<file path="config.mk">
export PLATFORM = sky130hd
export DESIGN_NAME = pwm_bank_gen_flat
export DESIGN_NICKNAME = d
export VERILOG_FILES = /design/src/rtl/pwm_bank_pkg.sv /design/src/rtl/pwm_bank_if.sv /design/src/rtl/pwm_bank_ch.sv /design/src/rtl/pwm_bank_gen.sv /design/src/flat_wrapper.sv
export SDC_FILE = /design/constraint.sdc
export NUM_CORES = 1
export LEC_CHECK = 0
export CORE_ASPECT_RATIO = 0.9
export CORE_MARGIN = 1.5
export CORE_UTILIZATION = 35
export CTS_BUF_LIST = sky130_fd_sc_hd__clkbuf_4 sky130_fd_sc_hd__clkbuf_8
export CTS_CLUSTER_SIZE = 10
export DETAILED_ROUTE_END_ITERATION = 10
export SLEW_MARGIN = 10
export SYNTH_ARGS = -nofsm -noshare
export SYNTH_HDL_FRONTEND = slang
export SYNTH_SLANG_ARGS = --single-unit
</file>
<file path="constraint.sdc">
create_clock -name clk_50M -period 9.4 [get_ports clk_50M]
set_input_delay 1.41 -clock clk_50M [delete_from_list [all_inputs] [get_ports clk_50M]]
set_output_delay 1.41 -clock clk_50M [all_outputs]
set_load 0.05 [all_outputs]
</file>
<file path="src/rtl/pwm_bank_pkg.sv">
// Shared constants for the PWM bank: register field addresses, CTRL bit positions
// and the per-channel state encoding.
package pwm_bank_pkg;

  localparam logic [1:0] ADDR_PERIOD = 2'd0;
  localparam logic [1:0] ADDR_HIGH   = 2'd1;
  localparam logic [1:0] ADDR_PNUM   = 2'd2;
  localparam logic [1:0] ADDR_CTRL   = 2'd3;

  localparam int CTRL_EN  = 0;
  localparam int CTRL_INV = 1;
  localparam int CTRL_ARM = 2;

  typedef enum logic [1:0] {
    ST_IDLE  = 2'd0,
    ST_ARMED = 2'd1,
    ST_RUN   = 2'd2,
    ST_DONE  = 2'd3
  } ch_state_e;

endpackage

</file>
<file path="src/rtl/pwm_bank_if.sv">
// Configuration write port of the PWM bank, driven by the register mapper.
interface pwm_bank_if #(
  parameter int CH_W = 2
);
  logic            cfg_wr;
  logic [CH_W-1:0] cfg_ch;
  logic [1:0]      cfg_addr;
  logic [31:0]     cfg_wdata;

  modport master (output cfg_wr, output cfg_ch, output cfg_addr, output cfg_wdata);
  modport slave  (input  cfg_wr, input  cfg_ch, input  cfg_addr, input  cfg_wdata);
endinterface

</file>
<file path="src/rtl/pwm_bank_ch.sv">
// One PWM channel: shadow registers, IDLE/ARMED/RUN/DONE control and period/pulse counters.
// CTRL writes and sync_start arrive registered, so the first output level appears one edge later.
module pwm_bank_ch
  import pwm_bank_pkg::*;
#(
  parameter int PER_W = 16,
  parameter int CNT_W = 8
) (
  input  logic        clk_50M,
  input  logic        rst_n,
  input  logic        wr_en,
  input  logic [1:0]  wr_addr,
  input  logic [31:0] wr_data,
  input  logic        sync_start,
  output logic        pwm_out,
  output logic        pwm_busy,
  output logic        pwm_valid,
  output logic        cfg_err
);

  ch_state_e        state_q, state_d;
  logic [PER_W-1:0] per_sh_q, per_sh_d, high_sh_q, high_sh_d;
  logic [PER_W-1:0] per_a_q, per_a_d, high_a_q, high_a_d, cnt_q, cnt_d;
  logic [CNT_W-1:0] pnum_sh_q, pnum_sh_d, pnum_a_q, pnum_a_d, pcnt_q, pcnt_d, pcnt_inc;
  logic             en_q, en_d, inv_q, inv_d, arm_q, arm_d;
  logic             ctrl_wr_q, ctrl_wr_d;
  logic             out_q, out_d, valid_q, valid_d, err_q, err_d;
  logic             start_run, load_act;

  always_comb begin
    state_d   = state_q;
    per_sh_d  = per_sh_q;
    high_sh_d = high_sh_q;
    pnum_sh_d = pnum_sh_q;
    en_d      = en_q;
    inv_d     = inv_q;
    arm_d     = arm_q;
    per_a_d   = per_a_q;
    high_a_d  = high_a_q;
    pnum_a_d  = pnum_a_q;
    cnt_d     = cnt_q;
    pcnt_d    = pcnt_q;
    valid_d   = 1'b0;
    err_d     = 1'b0;
    start_run = 1'b0;
    load_act  = 1'b0;
    ctrl_wr_d = wr_en && (wr_addr == ADDR_CTRL);
    pcnt_inc  = (&pcnt_q) ? pcnt_q : pcnt_q + CNT_W'(1);

    if (wr_en) begin
      case (wr_addr)
        ADDR_PERIOD: per_sh_d  = wr_data[PER_W-1:0];
        ADDR_HIGH:   high_sh_d = wr_data[PER_W-1:0];
        ADDR_PNUM:   pnum_sh_d = wr_data[CNT_W-1:0];
        default: begin
          en_d  = wr_data[CTRL_EN];
          inv_d = wr_data[CTRL_INV];
          arm_d = wr_data[CTRL_ARM];
        end
      endcase
    end

    // Outside RUN a CTRL write is always re-evaluated, so it beats a coincident sync_start.
    if (ctrl_wr_q && (state_q != ST_RUN)) begin
      if (!en_q) begin
        state_d = ST_IDLE;
      end else if (per_sh_q < PER_W'(2)) begin
        state_d = ST_IDLE;
        err_d   = 1'b1;
      end else if (arm_q) begin
        state_d = ST_ARMED;
      end else begin
        start_run = 1'b1;
      end
    end else if ((state_q == ST_ARMED) && sync_start) begin
      start_run = 1'b1;
    end else if (state_q == ST_RUN) begin
      if (ctrl_wr_q && !en_q) begin
        state_d = ST_IDLE;
      end else if (cnt_q == per_a_q - PER_W'(1)) begin
        cnt_d    = '0;
        load_act = 1'b1;
        pcnt_d   = pcnt_inc;
        if ((pnum_a_q != '0) && (pcnt_inc == pnum_a_q)) begin
          state_d = ST_DONE;
          valid_d = 1'b1;
        end
      end else begin
        cnt_d = cnt_q + PER_W'(1);
      end
    end

    if (start_run) begin
      state_d  = ST_RUN;
      cnt_d    = '0;
      pcnt_d   = '0;
      load_act = 1'b1;
    end
    if (load_act) begin
      per_a_d  = per_sh_q;
      high_a_d = high_sh_q;
      pnum_a_d = pnum_sh_q;
    end

    out_d = (state_d == ST_RUN) ? ((cnt_d < high_a_d) ^ inv_q) : inv_q;
  end

  always_ff @(posedge clk_50M or negedge rst_n) begin
    if (!rst_n) begin
      state_q   <= ST_IDLE;
      per_sh_q  <= '0;
      high_sh_q <= '0;
      pnum_sh_q <= '0;
      en_q      <= 1'b0;
      inv_q     <= 1'b0;
      arm_q     <= 1'b0;
      per_a_q   <= '0;
      high_a_q  <= '0;
      pnum_a_q  <= '0;
      cnt_q     <= '0;
      pcnt_q    <= '0;
      ctrl_wr_q <= 1'b0;
      out_q     <= 1'b0;
      valid_q   <= 1'b0;
      err_q     <= 1'b0;
    end else begin
      state_q   <= state_d;
      per_sh_q  <= per_sh_d;
      high_sh_q <= high_sh_d;
      pnum_sh_q <= pnum_sh_d;
      en_q      <= en_d;
      inv_q     <= inv_d;
      arm_q     <= arm_d;
      per_a_q   <= per_a_d;
      high_a_q  <= high_a_d;
      pnum_a_q  <= pnum_a_d;
      cnt_q     <= cnt_d;
      pcnt_q    <= pcnt_d;
      ctrl_wr_q <= ctrl_wr_d;
      out_q     <= out_d;
      valid_q   <= valid_d;
      err_q     <= err_d;
    end
  end

  logic unused_wdata;
  assign unused_wdata = ^wr_data;

  assign pwm_out   = out_q;
  assign pwm_busy  = (state_q == ST_ARMED) || (state_q == ST_RUN);
  assign pwm_valid = valid_q;
  assign cfg_err   = err_q;

endmodule

</file>
<file path="src/rtl/pwm_bank_gen.sv">
// N-channel programmable PWM bank: channel write decode, registered sync_start
// fan-out to every channel and OR-combined configuration error.
module pwm_bank_gen
  import pwm_bank_pkg::*;
#(
  parameter int NUM_CH = 3,
  parameter int PER_W  = 16,
  parameter int CNT_W  = 8
) (
  input  logic              clk_50M,
  input  logic              rst_n,
  pwm_bank_if.slave         cfg,
  input  logic              sync_start,
  output logic [NUM_CH-1:0] pwm_out,
  output logic [NUM_CH-1:0] pwm_busy,
  output logic [NUM_CH-1:0] pwm_valid,
  output logic              cfg_err
);

  localparam int CH_W = (NUM_CH > 1) ? $clog2(NUM_CH) : 1;

  logic [CH_W-1:0]   ch_sel;
  logic [NUM_CH-1:0] err_vec;
  logic              sync_q, sync_d;

  assign ch_sel = cfg.cfg_ch;

  always_comb begin
    sync_d = sync_start;
  end

  always_ff @(posedge clk_50M or negedge rst_n) begin
    if (!rst_n) begin
      sync_q <= 1'b0;
    end else begin
      sync_q <= sync_d;
    end
  end

  // Channel indices at or above NUM_CH match no instance, so such writes are dropped.
  for (genvar gi = 0; gi < NUM_CH; gi++) begin : g_ch
    logic wr_hit;
    assign wr_hit = cfg.cfg_wr && (ch_sel == CH_W'(gi));

    pwm_bank_ch #(
      .PER_W (PER_W),
      .CNT_W (CNT_W)
    ) u_ch (
      .clk_50M    (clk_50M),
      .rst_n      (rst_n),
      .wr_en      (wr_hit),
      .wr_addr    (cfg.cfg_addr),
      .wr_data    (cfg.cfg_wdata),
      .sync_start (sync_q),
      .pwm_out    (pwm_out[gi]),
      .pwm_busy   (pwm_busy[gi]),
      .pwm_valid  (pwm_valid[gi]),
      .cfg_err    (err_vec[gi])
    );
  end

  assign cfg_err = |err_vec;

endmodule

</file>
<file path="src/flat_wrapper.sv">
// flat-port wrapper written by rule: the top's interface ports become plain ports
module pwm_bank_gen_flat import pwm_bank_pkg::*;
#(
  parameter int NUM_CH = 3,
  parameter int PER_W  = 16,
  parameter int CNT_W  = 8
)
  (clk_50M, rst_n, sync_start, pwm_out, pwm_busy, pwm_valid, cfg_err, cfg_cfg_wr, cfg_cfg_ch, cfg_cfg_addr, cfg_cfg_wdata);
  pwm_bank_if #(.CH_W(2)) cfg_i ();
  input  logic clk_50M;
  input  logic rst_n;
  input  logic sync_start;
  output logic [NUM_CH-1:0] pwm_out;
  output logic [NUM_CH-1:0] pwm_busy;
  output logic [NUM_CH-1:0] pwm_valid;
  output logic cfg_err;
  input wire logic [$bits(cfg_i.cfg_wr)-1:0] cfg_cfg_wr;
  input wire logic [$bits(cfg_i.cfg_ch)-1:0] cfg_cfg_ch;
  input wire logic [$bits(cfg_i.cfg_addr)-1:0] cfg_cfg_addr;
  input wire logic [$bits(cfg_i.cfg_wdata)-1:0] cfg_cfg_wdata;
  assign cfg_i.cfg_wr = cfg_cfg_wr;
  assign cfg_i.cfg_ch = cfg_cfg_ch;
  assign cfg_i.cfg_addr = cfg_cfg_addr;
  assign cfg_i.cfg_wdata = cfg_cfg_wdata;
  pwm_bank_gen #(.NUM_CH(NUM_CH), .PER_W(PER_W), .CNT_W(CNT_W)) u_core (.clk_50M(clk_50M), .rst_n(rst_n), .cfg(cfg_i), .sync_start(sync_start), .pwm_out(pwm_out), .pwm_busy(pwm_busy), .pwm_valid(pwm_valid), .cfg_err(cfg_err));
endmodule
</file>
==> metrics <==
hold endpoint=u_core.g_ch[2].u_ch.pwm_out; critical path arrival=6.57 ns; Inserted Diodes=0; I/O Pins=50; Synth Cell Area=between 15000 and 20000 um^2; final hold violation count=0; Avg WL per Cell=~17 um; Synth Net Count=around 1.8k; Area Growth Syn to Fin=13.2%; multi-input logic area=between 8000 and 9000 um^2; Starting Density=between 30 and 40%; Worst Path Required=approximately 10 ns; CTS Buffer Depth=3; synth warn=0; H-tree levels=2; Worst Reg-to-Reg Cells=18; maxcap violations=0; # clock sinks=340; Crit. End Element=flop; antenna viol nets, final=0; drt initial violations=slightly above 700; Rows=77; Max FO, Critical Path=36; worst-case register-to-register setup slack=about 3.4 ns; P per Cell Area=between 200 and 300 nW/um^2; final worst path period share=63.7%; Synth Area per Inst=~10 um^2; post-route minimum period=between 5 and 6 ns; CTS tree=built; TritonRoute pass-1 iters=8; flip-flop and latch area=about 8500 um^2; crit-path cells=or4_4 > o41a_1 > or4_1 > and3_1 > or4_4 > or2_1 > nand2_2 > buf_4 > mux2i_1 > ha_1 > a21o_1 > a211oi_1 > nand2_1 > a41oi_1 > nor4_1 > o21a_1 > a211oi_2 > xor2_1; Setup Viol. Count Final=0; input/output buffers=33; Post-Syn Instances=approximately 1.7k; total grt overflow=0; core area=49400 um^2; Synth async-reset ratio=between 90% and 100%; Hold Path Class=reg2reg; register area share after synthesis=48.2%; CP max stage cell=nand2_2; Cell Count, Final, Fillers Out=2469; root buffer cell=clkbuf_8; hold wc startpoint=u_core.g_ch[2].u_ch.inv_q; Num CTS Buffers=60; Post-Route WL=about 43 mm; CTS resizes=0; first-pass GRT wire length=69.3 mm; Die W=around 240 um; Hold Path Stages=1; worst-margin pin slew=roughly 1 ns; kind of critical path=reg2reg; most frequent cells in the layout=dfrtp_1 (340), nand2_1 (236), mux2_2 (153); Pleak=about 9.3 nW; DR vias=around 13k; Clk pin slew, worst setup/hold paths=around 0.060 ns; Rel. slew slack=between 30% and 40%; vias per cell=a little over 5; CP peak stage delay=about 0.56 ns; GP Congestion=0.880; initial antenna violation count=3; DP Cell Count=approximately 2.4k; FF-to-FF Start=u_core.g_ch[2].u_ch.per_a_q[3]; share of layout cells above drive strength 1=16.6%; status=completed; clk_lat worst skew=approximately 0.65 ns; prevailing post-synth register cell=dfrtp_1; Critical R2R Capture=u_core.g_ch[2].u_ch.pwm_out; number of different library cells in the post-synthesis netlist=80; post-CTS setup buffer count=0; VDD IR max=122 uV; DRC=0; Buf/Inv on CP=1; largest delay contributor family on the critical path=simple AND/OR/NAND/NOR gates; Final #Nets=around 1.8k; vias in the first global route=12.7k; largest net degree at the start of global routing=around 130; unrepaired setup endpoints after global routing=no; Final Skew=approximately 0.026 ns; max frequency=around 170 MHz; Final Slew Violations=0; Detailed Place HPWL=roughly 30 mm; die area=51800 um^2; Post-synth EDFFs=0; synthesis-stage register bit count=between 300 and 400; all-layer global routing usage=17.0%; DIE HEIGHT=between 200 and 250 um; leading cell type in the layout, fill and taps excluded=dfrtp_1; Hold-fix buffers, CTS=0; startpoint types=flop; fillers=roughly 4.8k; CP dominant cell by count=or4_4; setup tns final=0 ns
-- synth_stat cells (all sizes together), types with 30 or more instances --
library cell,number,share of area (%)
nor4,30,1.1
mux2,153,9.8
nand3,49,1.4
mux2i,53,3.0
nand2,237,5.1
a21oi,48,1.4
o21ai,55,1.6
xor2,47,2.3
nor3,32,0.91
xnor2,68,3.4
nand4,34,1.2
ha,60,4.3
dfrtp,340,48
clkbuf,54,1.1
nor2,121,2.6
inv,76,1.6
-- logic make-up (layout without fill, tap and decap cells) --
kind of cell               count (synthesis)  in the layout  share of synthesized area, %
xor gates and xnor gates                 116            116                          5.84
AOI/OAI and AO/OA                        205            205                          7.58
and+or+nand+nor                          636            636                          17.6
DFF                                      340            340                          48.2
adders and majority gates                 60             60                          4.25
muxes                                    206            206                          12.8
buffers and inverters                    154            235                          3.71
-- worst max path at each step --
stage                                              start                           to  slack (ns)  cells past startpoint
after floorplan           u_core.g_ch[2].u_ch.per_a_q[3]  u_core.g_ch[2].u_ch.pwm_out        4.37                     22
after global placement    u_core.g_ch[2].u_ch.per_a_q[3]  u_core.g_ch[2].u_ch.pwm_out        3.46                     18
after detailed placement  u_core.g_ch[2].u_ch.per_a_q[3]  u_core.g_ch[2].u_ch.pwm_out        3.39                     18
after CTS                 u_core.g_ch[2].u_ch.per_a_q[3]  u_core.g_ch[2].u_ch.pwm_out        3.37                     18
after global routing      u_core.g_ch[0].u_ch.per_a_q[2]  u_core.g_ch[0].u_ch.pwm_out        2.96                     21
final                     u_core.g_ch[2].u_ch.per_a_q[3]  u_core.g_ch[2].u_ch.pwm_out        3.41                     18
-- where the power goes --
part | switching [mW] | total [mW] | internal (mW)
logic | 1.05 | 1.90 | 0.848
registers | 0.394 | 2.28 | 1.88
clock network | 0.629 | 1.53 | 0.903
total | 2.07 | 5.71 | 3.64
-- routing by layer --
metal / vias up / global-route usage, % / routed length, um
met5: - / 0 / 0
met4: 0 / 6.88 / 1480
met3: 85 / 2.84 / 1800
met2: 250 / 26.5 / 19300
met1: 6262 / 23.4 / 20100
li1: 6078 / - / -
-- worst reg2reg max path, cell delays in order, from the launching register on --
cell and delay (ns):
dfrtp_1 0.47, or4_4 0.55, o41a_1 0.34, or4_1 0.46
and3_1 0.19, or4_4 0.52, or2_1 0.27, nand2_2 0.56
buf_4 0.55, mux2i_1 0.35, ha_1 0.29, a21o_1 0.18
a211oi_1 0.27, nand2_1 0.12, a41oi_1 0.18, nor4_1 0.11
o21a_1 0.12, a211oi_2 0.24, xor2_1 0.16
-- through the flow --
stage / setup WS (ns) / utilization [%] / power, mW / cell area, um^2 / hold slack [ns]
global placement: 3.46 / 37.6 / 4.14 / 18600 / 0.451
global route: 2.96 / 40.4 / 6.14 / 20000 / 0.454
finish: 3.41 / 40.4 / 5.71 / 20000 / 0.436
CTS: 3.37 / 40.4 / 5.78 / 20000 / 0.449
floorplan: 4.37 / - / 3.69 / 17600 / 0.434
detailed placement: 3.39 / 37.6 / 4.20 / 18600 / 0.457
-- registers in the layout, indices dropped and copies added (netlist names) --
name,count
u_core.g_ch.u_ch.cnt_q,48
u_core.g_ch.u_ch.high_a_q,48
u_core.g_ch.u_ch.high_sh_q,48
u_core.g_ch.u_ch.per_a_q,48
u_core.g_ch.u_ch.per_sh_q,48
u_core.g_ch.u_ch.pcnt_q,24
u_core.g_ch.u_ch.pnum_a_q,24
u_core.g_ch.u_ch.pnum_sh_q,24
u_core.g_ch.u_ch.state_q,6
u_core.g_ch.u_ch.arm_q,3
u_core.g_ch.u_ch.cfg_err,3
u_core.g_ch.u_ch.ctrl_wr_q,3
u_core.g_ch.u_ch.en_q,3
u_core.g_ch.u_ch.inv_q,3
u_core.g_ch.u_ch.pwm_out,3
u_core.g_ch.u_ch.pwm_valid,3
u_core.sync_q,1
-- area by class of cell --
cell class,instances,share of cell area (%)
sequential,340,42.6
clock buffer,96,6.08
clock inverter,17,0.883
timing repair buffer,46,2.17
tap,671,4.20
multi-input combinational,1223,42.7
inverter,76,1.43
No activity file was read; power rests on OpenSTA's default activity.
